File: config.mk
export PLATFORM = sky130hd
export DESIGN_NAME = vcm_i2c_writer_flat
export DESIGN_NICKNAME = d
export VERILOG_FILES = /design/src/rtl/vcm_i2c_writer_if.sv /design/src/rtl/vcm_i2c_writer.sv /design/src/flat_wrapper.sv
export SDC_FILE = /design/constraint.sdc
export NUM_CORES = 1
export LEC_CHECK = 0
export BUFFER_PORTS_ARGS = -buffer_cell sky130_fd_sc_hd__buf_2
export CELL_PAD_IN_SITES_DETAIL_PLACEMENT = 1
export CELL_PAD_IN_SITES_GLOBAL_PLACEMENT = 2
export CORE_MARGIN = 5
export CORE_UTILIZATION = 30
export DETAILED_ROUTE_END_ITERATION = 10
export PLACE_DENSITY = 0.63
export RECOVER_POWER = 100
export SLEW_MARGIN = 40
export SYNTH_ARGS = -nofsm -noshare
export SYNTH_HDL_FRONTEND = slang
export SYNTH_SLANG_ARGS = --single-unit
File: constraint.sdc
create_clock -name CLK -period 2.3 [get_ports CLK]
set_clock_uncertainty 0.05 [all_clocks]
set_input_delay 0.575 -clock CLK [delete_from_list [all_inputs] [get_ports CLK]]
set_output_delay 0.575 -clock CLK [all_outputs]
set_load 0.1 [all_outputs]
File: src/rtl/vcm_i2c_writer_if.sv
// Bus bundle for vcm_i2c_writer: auto-focus side position word/handshake
// plus the raw I2C pin controls handed to the top-level open-drain pads.
interface vcm_i2c_writer_if;
    logic [15:0] VCM_DATA;     // position word {2'b00, STEP[9:0], 4'b1111}
    logic        FORCE;        // one-cycle resend request
    logic        BUSY;         // frame in progress
    logic        DONE;         // one-cycle end-of-frame pulse
    logic        ACK_ERR;      // sticky NACK flag
    logic        I2C_SCLK;     // 1 = release SCL, 0 = drive low
    logic        I2C_SDAT_OE;  // 1 = drive SDA low, 0 = release
    logic        I2C_SDAT_IN;  // sampled SDA line level

    // The writer is the I2C master.
    modport master (
        input  VCM_DATA, FORCE, I2C_SDAT_IN,
        output BUSY, DONE, ACK_ERR, I2C_SCLK, I2C_SDAT_OE
    );

    // Auto-focus logic plus the pad/slave side.
    modport slave (
        output VCM_DATA, FORCE, I2C_SDAT_IN,
        input  BUSY, DONE, ACK_ERR, I2C_SCLK, I2C_SDAT_OE
    );
endinterface

File: src/rtl/vcm_i2c_writer.sv
// VCM position writer: sends {addr+W, hi, lo} to the VCM driver IC whenever
// the position word changes or FORCE is pulsed. Each SCL period is split into
// four quarters of DIV clocks; all bus timing is expressed in quarters.
module vcm_i2c_writer #(
    parameter int         CLK_FREQ   = 50000000,
    parameter int         I2C_FREQ   = 100000,
    parameter logic [6:0] SLAVE_ADDR = 7'h0C
) (
    input  logic            CLK,
    input  logic            RESET,
    vcm_i2c_writer_if.master bus
);

    localparam int DIV = CLK_FREQ / (4 * I2C_FREQ);
    localparam int QW  = (DIV > 1) ? $clog2(DIV) : 1;
    localparam logic [QW-1:0] QLAST = QW'(DIV - 1);

    typedef enum logic [2:0] {
        S_IDLE, S_START, S_BIT, S_ACK, S_STOP, S_DONE
    } state_t;

    state_t        state, state_nx;
    logic [1:0]    q, q_nx;              // quarter within current slot
    logic [2:0]    bitcnt, bit_nx;       // bit within byte, MSB first
    logic [1:0]    bytecnt, byte_nx;     // 0 = addr+W, 1 = hi, 2 = lo
    logic [QW-1:0] qcnt;
    logic [23:0]   shreg;
    logic [15:0]   last_sent;
    logic          ack_err, frame_nack;

    logic in_frame, qtick, req;
    logic scl, sda_oe, load, shift, nack;

    assign in_frame = (state != S_IDLE) && (state != S_DONE);
    assign qtick    = in_frame && (qcnt == QLAST);
    assign req      = bus.FORCE || (bus.VCM_DATA != last_sent);

    // Quarter timebase: free-runs only inside a frame, so every frame starts
    // with a full-length first quarter.
    always_ff @(posedge CLK) begin
        if (RESET || !in_frame || qtick) qcnt <= '0;
        else                             qcnt <= qcnt + QW'(1);
    end

    // FSM state and slot position registers.
    always_ff @(posedge CLK) begin
        if (RESET) begin
            state   <= S_IDLE;
            q       <= 2'd0;
            bitcnt  <= 3'd0;
            bytecnt <= 2'd0;
        end else begin
            state   <= state_nx;
            q       <= q_nx;
            bitcnt  <= bit_nx;
            bytecnt <= byte_nx;
        end
    end

    // Next-state and pin levels per quarter; SDA only moves while SCL is
    // low except for the START and STOP conditions themselves.
    always_comb begin
        state_nx = state;
        q_nx     = q;
        bit_nx   = bitcnt;
        byte_nx  = bytecnt;
        scl      = 1'b1;
        sda_oe   = 1'b0;
        load     = 1'b0;
        shift    = 1'b0;
        nack     = 1'b0;
        case (state)
            S_IDLE: begin
                if (req) begin
                    state_nx = S_START;
                    q_nx     = 2'd0;
                    load     = 1'b1;
                end
            end
            S_START: begin
                sda_oe = (q == 2'd1);
                if (qtick) begin
                    if (q == 2'd1) begin
                        state_nx = S_BIT;
                        q_nx     = 2'd0;
                        bit_nx   = 3'd0;
                        byte_nx  = 2'd0;
                    end else begin
                        q_nx = q + 2'd1;
                    end
                end
            end
            S_BIT: begin
                scl    = (q == 2'd1) || (q == 2'd2);
                sda_oe = ~shreg[23];
                if (qtick) begin
                    if (q == 2'd3) begin
                        q_nx  = 2'd0;
                        shift = 1'b1;
                        if (bitcnt == 3'd7) state_nx = S_ACK;
                        else                bit_nx   = bitcnt + 3'd1;
                    end else begin
                        q_nx = q + 2'd1;
                    end
                end
            end
            S_ACK: begin
                scl = (q == 2'd1) || (q == 2'd2);
                if (qtick) begin
                    if (q == 2'd2 && bus.I2C_SDAT_IN) begin
                        // NACK: abandon the remaining bytes.
                        nack     = 1'b1;
                        state_nx = S_STOP;
                        q_nx     = 2'd0;
                    end else if (q == 2'd3) begin
                        q_nx = 2'd0;
                        if (bytecnt == 2'd2) begin
                            state_nx = S_STOP;
                        end else begin
                            state_nx = S_BIT;
                            bit_nx   = 3'd0;
                            byte_nx  = bytecnt + 2'd1;
                        end
                    end else begin
                        q_nx = q + 2'd1;
                    end
                end
            end
            S_STOP: begin
                scl    = (q != 2'd0);
                sda_oe = (q != 2'd2);
                if (qtick) begin
                    if (q == 2'd2) state_nx = S_DONE;
                    else           q_nx     = q + 2'd1;
                end
            end
            S_DONE: begin
                state_nx = S_IDLE;
            end
            default: begin
                state_nx = S_IDLE;
            end
        endcase
    end

    // Datapath: frame latch, bit shifter and the sticky NACK flag, which
    // settles to this frame's outcome as the frame ends.
    always_ff @(posedge CLK) begin
        if (RESET) begin
            shreg      <= 24'h0;
            last_sent  <= 16'hFFFF;
            ack_err    <= 1'b0;
            frame_nack <= 1'b0;
        end else begin
            if (load) begin
                shreg      <= {SLAVE_ADDR, 1'b0, bus.VCM_DATA};
                last_sent  <= bus.VCM_DATA;
                frame_nack <= 1'b0;
            end else if (shift) begin
                shreg <= {shreg[22:0], 1'b0};
            end
            if (nack) begin
                ack_err    <= 1'b1;
                frame_nack <= 1'b1;
            end else if (state == S_STOP && state_nx == S_DONE) begin
                ack_err <= frame_nack;
            end
        end
    end

    assign bus.BUSY        = in_frame;
    assign bus.DONE        = (state == S_DONE);
    assign bus.ACK_ERR     = ack_err;
    assign bus.I2C_SCLK    = scl;
    assign bus.I2C_SDAT_OE = sda_oe;

endmodule

File: src/flat_wrapper.sv
// flat-port wrapper written by rule: the top's interface ports become plain ports
module vcm_i2c_writer_flat 
#(
    parameter int         CLK_FREQ   = 50000000,
    parameter int         I2C_FREQ   = 100000,
    parameter logic [6:0] SLAVE_ADDR = 7'h0C
)
  (CLK, RESET, bus_VCM_DATA, bus_FORCE, bus_I2C_SDAT_IN, bus_BUSY, bus_DONE, bus_ACK_ERR, bus_I2C_SCLK, bus_I2C_SDAT_OE);
  vcm_i2c_writer_if bus_i ();
  input  logic CLK;
  input  logic RESET;
  input wire logic [$bits(bus_i.VCM_DATA)-1:0] bus_VCM_DATA;
  input wire logic [$bits(bus_i.FORCE)-1:0] bus_FORCE;
  input wire logic [$bits(bus_i.I2C_SDAT_IN)-1:0] bus_I2C_SDAT_IN;
  output wire logic [$bits(bus_i.BUSY)-1:0] bus_BUSY;
  output wire logic [$bits(bus_i.DONE)-1:0] bus_DONE;
  output wire logic [$bits(bus_i.ACK_ERR)-1:0] bus_ACK_ERR;
  output wire logic [$bits(bus_i.I2C_SCLK)-1:0] bus_I2C_SCLK;
  output wire logic [$bits(bus_i.I2C_SDAT_OE)-1:0] bus_I2C_SDAT_OE;
  assign bus_i.VCM_DATA = bus_VCM_DATA;
  assign bus_i.FORCE = bus_FORCE;
  assign bus_i.I2C_SDAT_IN = bus_I2C_SDAT_IN;
  assign bus_BUSY = bus_i.BUSY;
  assign bus_DONE = bus_i.DONE;
  assign bus_ACK_ERR = bus_i.ACK_ERR;
  assign bus_I2C_SCLK = bus_i.I2C_SCLK;
  assign bus_I2C_SDAT_OE = bus_i.I2C_SDAT_OE;
  vcm_i2c_writer #(.CLK_FREQ(CLK_FREQ), .I2C_FREQ(I2C_FREQ), .SLAVE_ADDR(SLAVE_ADDR)) u_core (.CLK(CLK), .RESET(RESET), .bus(bus_i));
endmodule
==> results.txt <==
- The flow ran to the end, and the final reports show no timing, DRC or antenna violations.
- Filler-free cell count of the finished design: 541
- Number of warnings printed during yosys synthesis: 0
- Of the cells placed in the final design, the portion with a size suffix greater than 1 is 0.222.
* Worst ir drop on vdd: 0.250 mV
- Hold buffers post-CTS: 0
- Adder-Cell Fraction of Synth Area: 0.0427
- In the post-synthesis netlist, the biggest area contributors are sky130_fd_sc_hd__dfxtp_1 37%, sky130_fd_sc_hd__mux2i_1 8.4%, sky130_fd_sc_hd__nand2_1 5.7%, sky130_fd_sc_hd__nor2_1 5.4%, sky130_fd_sc_hd__xnor2_1 4.9%.
* Count of maximum capacitance violations: 0
- Tot GR Track Use: 0.142
- Number of port buffers: 24
- Std cell rows: 37
- Of the total synthesized cell area, the portion taken by XOR and XNOR cells is 0.0571.
- The region available for standard cell placement spans 10400 sq um.
- Layout-stage area growth over the synthesis result: 19.0%
- Average wire length per cell after detail routing: 15.8 um
- Final hold viol count: 0
- Setup repair after global routing left no endpoint under its margin.
- Average size of a mapped cell: 8.95 sq um
* Stage delay of the slowest cell on the critical path: 0.39 ns
* Final hold slack: 0.406 ns
- Number of pins with negative max-slew slack in the final report: 0
- The first global-routing pass estimated 14400 um of wire.
* Post-synthesis cell type with the largest combined area: sky130_fd_sc_hd__dfxtp_1
- The detailed router placed 2667 vias in this run.
- Slowest-stage cell, CP: sky130_fd_sc_hd__dfxtp_4
- Period Utilization, post-route: 0.956
* Detail-routed via count per cell: 4.93
- For this run, the share of the core covered by cells in the final layout is 0.368.
- Multiplexer share of the synthesized area: 0.0839
- Yosys mapped the design onto 51 distinct sky130hd cell types.
- Yosys mapped a number of flops with a built-in enable equal to 0.
- Antenna diode count: 0
- Class of the worst hold path: reg -> reg
* Syn Nets: 391
- The detail route stage leaves a number of antenna-violating nets equal to 0.
* Crit path capture type: primary output
- Largest fanout on the critical path: 6
* Clock share of power: 0.419
- In the final design database the tool counted 432 nets.
- Violation count after the first detailed-route iteration: 94
- Post-placement cell count: 526
- Headroom to the max-slew limit came out at 0.623.
- Cell Pwr Density: 644 nW/um^2
- Sum of net half-perimeters after detailed placement: 6300 um
- After routing the design area is 3830 sq um.
- Summed over all failing endpoints, the final setup total negative slack is 0 ns.
- The cell sitting at the root of the clock tree is a sky130_fd_sc_hd__clkbuf_8.
* Post-placement cell area: 3710 sq um
- The share of total power dissipated in sequential elements is 0.450.
- The kind of cell with the highest combined delay along the critical path is flip-flops.
- CP Data Arrival Time: 1.57 ns
- The die covers 12900 sq um.
- Drt total wl: 8570 um
* Maximum buffer depth of the clock tree: 2
- STA classifies the critical path startpoint as a register.
- I/O pin count: 25
* Total buffers and inverters traversed by the critical path: 2
- Timing analysis after detailed placement gives a worst setup slack of -0.129 ns.
* Number of sinks on the clock net: 59
- Reg clk slew, reported paths: 0.07 ns
- Of the post-synthesis cell area, the dominant cell type holds 0.367.
- Top_reg_cell synth: sky130_fd_sc_hd__dfxtp_1
* Mapped cell area: 3220 sq um
* Post-synthesis sequential area ratio: 0.367
- Transition time at the pin with the least slew margin: 0.561 ns
- TritonCTS built the clock tree.
- Crit Path Class: reg -> out
- By instance count, the leading cell after synthesis is sky130_fd_sc_hd__dfxtp_1.
* Final setup fails: 0
- After synthesis, the largest family of logic cells by area is simple AND/OR/NAND/NOR gates.
- In this run the horizontal extent of the chip is 114 um.
- The internal portion of the total power is 1.83 mW.
- Vias in the first global route: 2781
- The worst path meets setup with 0.101 ns of slack.
- For the worst-skew pair, the clock arrives at the later sink with an insertion delay of 0.34 ns.
- Switching power of the nets: 0.639 mW
* Switching share of power: 0.259
- Entering global routing, the biggest net connects 39 pins.
- Leak: 1.50 nW
* Routability cong.: 0.800
* Final min period: 2.20 ns
* Post-synthesis async set-or-reset flop share: 0
- In this run the vertical extent of the chip is 114 um.
* Initial DRT Pass Iterations: 4
- The clock tree synthesis step divided the H-tree into 3 levels.
- Initial core utilization: 0.309
- DRC violation count after routing: 0
* Most instantiated cells after synthesis: 59 x sky130_fd_sc_hd__dfxtp_1, 49 x sky130_fd_sc_hd__nand2_1, 46 x sky130_fd_sc_hd__nor2_1
- Total congestion overflow: 0
* Inserted Clock Buffers: 9
- The number of antenna violations at the first check in global routing was 0.
- Synthesis produced 360 cells.
- Comb pwr share: 0.131
- Power after layout: 2.47 mW
- Required time reported for the critical path endpoint: 1.67 ns
* Cells traversed along the worst timing path: inv_1 > ha_1 > nor2_1 > a31oi_4 > buf_12
- The compound-cell area share of the yosys netlist was 0.163.
- Fmax achieved: 0.455 GHz
* Number of synthesized register bits: 59
- Of the total synthesized cell area, the portion taken by AND, OR, NAND and NOR gates is 0.229.
-- cell usage in the layout (no fill, tap or decap), types with 3 or more instances in the layout --
master,count
sky130_fd_sc_hd__a211oi_1,16
sky130_fd_sc_hd__a21oi_1,9
sky130_fd_sc_hd__a311oi_1,13
sky130_fd_sc_hd__a31oi_1,3
sky130_fd_sc_hd__buf_12,4
sky130_fd_sc_hd__buf_2,19
sky130_fd_sc_hd__buf_4,22
sky130_fd_sc_hd__clkbuf_2,3
sky130_fd_sc_hd__clkbuf_8,13
sky130_fd_sc_hd__dfxtp_1,55
sky130_fd_sc_hd__dfxtp_2,3
sky130_fd_sc_hd__ha_1,10
sky130_fd_sc_hd__inv_1,11
sky130_fd_sc_hd__mux2i_1,27
sky130_fd_sc_hd__nand2_1,49
sky130_fd_sc_hd__nand3_1,11
sky130_fd_sc_hd__nand4_1,7
sky130_fd_sc_hd__nand4b_1,3
sky130_fd_sc_hd__nor2_1,46
sky130_fd_sc_hd__nor2b_1,3
sky130_fd_sc_hd__nor3_1,5
sky130_fd_sc_hd__nor3_2,3
sky130_fd_sc_hd__nor3_4,3
sky130_fd_sc_hd__o21ai_0,6
sky130_fd_sc_hd__xnor2_1,18
sky130_fd_sc_hd__xor2_1,3
-- power groups by stage --
| stage | logic (mW) | registers (mW) | clock network (mW) |
|---|---|---|---|
| 2_1_floorplan | 0.235 | 1.12 | 0 |
| 3_3_place_gp | 0.340 | 1.13 | 0 |
| 3_5_place_dp | 0.351 | 1.13 | 0 |
| 4_1_cts | 0.354 | 1.11 | 1.08 |
| 5_1_grt | 0.358 | 1.12 | 1.13 |
| 6_report | 0.323 | 1.11 | 1.03 |
-- registers in the layout, summed over array words and instances (netlist names) --
name,cells
u_core.qcnt,7
u_core.frame_nack,1
u_core.last_sent,16
u_core.q,2
u_core.state,3
u_core.bus.ACK_ERR,1
u_core.shreg,24
u_core.bytecnt,2
u_core.bitcnt,3
-- layer usage --
layer  wire length [um]  part of all wire  vias to the layer above  GRT usage
met5                  0                 0                        -          0
met4                109             0.013                        0     0.0505
met3                216             0.025                       10     0.0329
met2               4180              0.49                       23      0.234
met1               4060              0.47                     1281      0.181
li1                   -                 -                     1353          -
-- area by class of cell --
class | instances | area, sq um
clock buffer | 14 | 183
clock inverter | 1 | 30.0
fill | 1238 | 6580
inverter | 12 | 46.3
multi-input combinational | 267 | 1830
sequential | 59 | 1190
tap | 136 | 170
timing repair buffer | 52 | 385
-- what timing repair did --
action	4_1_cts	5_1_grt
resized for setup	5	5
cloned	0	0
endpoints found under the setup margin	3	2
setup buffers	0	0
endpoints found under the hold margin	0	0
-- final timing paths --
kind                                           start           endpoint  slack, ns  cells past startpoint
worst max-delay path                     u_core.q[1]       bus_I2C_SCLK       0.10                      5
worst max register to register  u_core.last_sent[13]    u_core.shreg[1]       0.20                      7
worst min-delay path               u_core.frame_nack  u_core.frame_nack       0.41                      2
worst min register to register     u_core.frame_nack  u_core.frame_nack       0.41                      2
-- tightest hold or removal path, stage by stage (launching register included) --
cell                      delay, ns
sky130_fd_sc_hd__dfxtp_1       0.31
sky130_fd_sc_hd__nand2_1       0.05
sky130_fd_sc_hd__o21ai_1       0.05
-- cells by family after synthesis --
kind of cell               Yosys count
DFF                                 59
adders and majority gates           11
muxes                               27
AOI/OAI and AO/OA                   63
buffers and inverters               34
xor gates and xnor gates            21
and+or+nand+nor                    145
(Power assumes the default switching activity.)
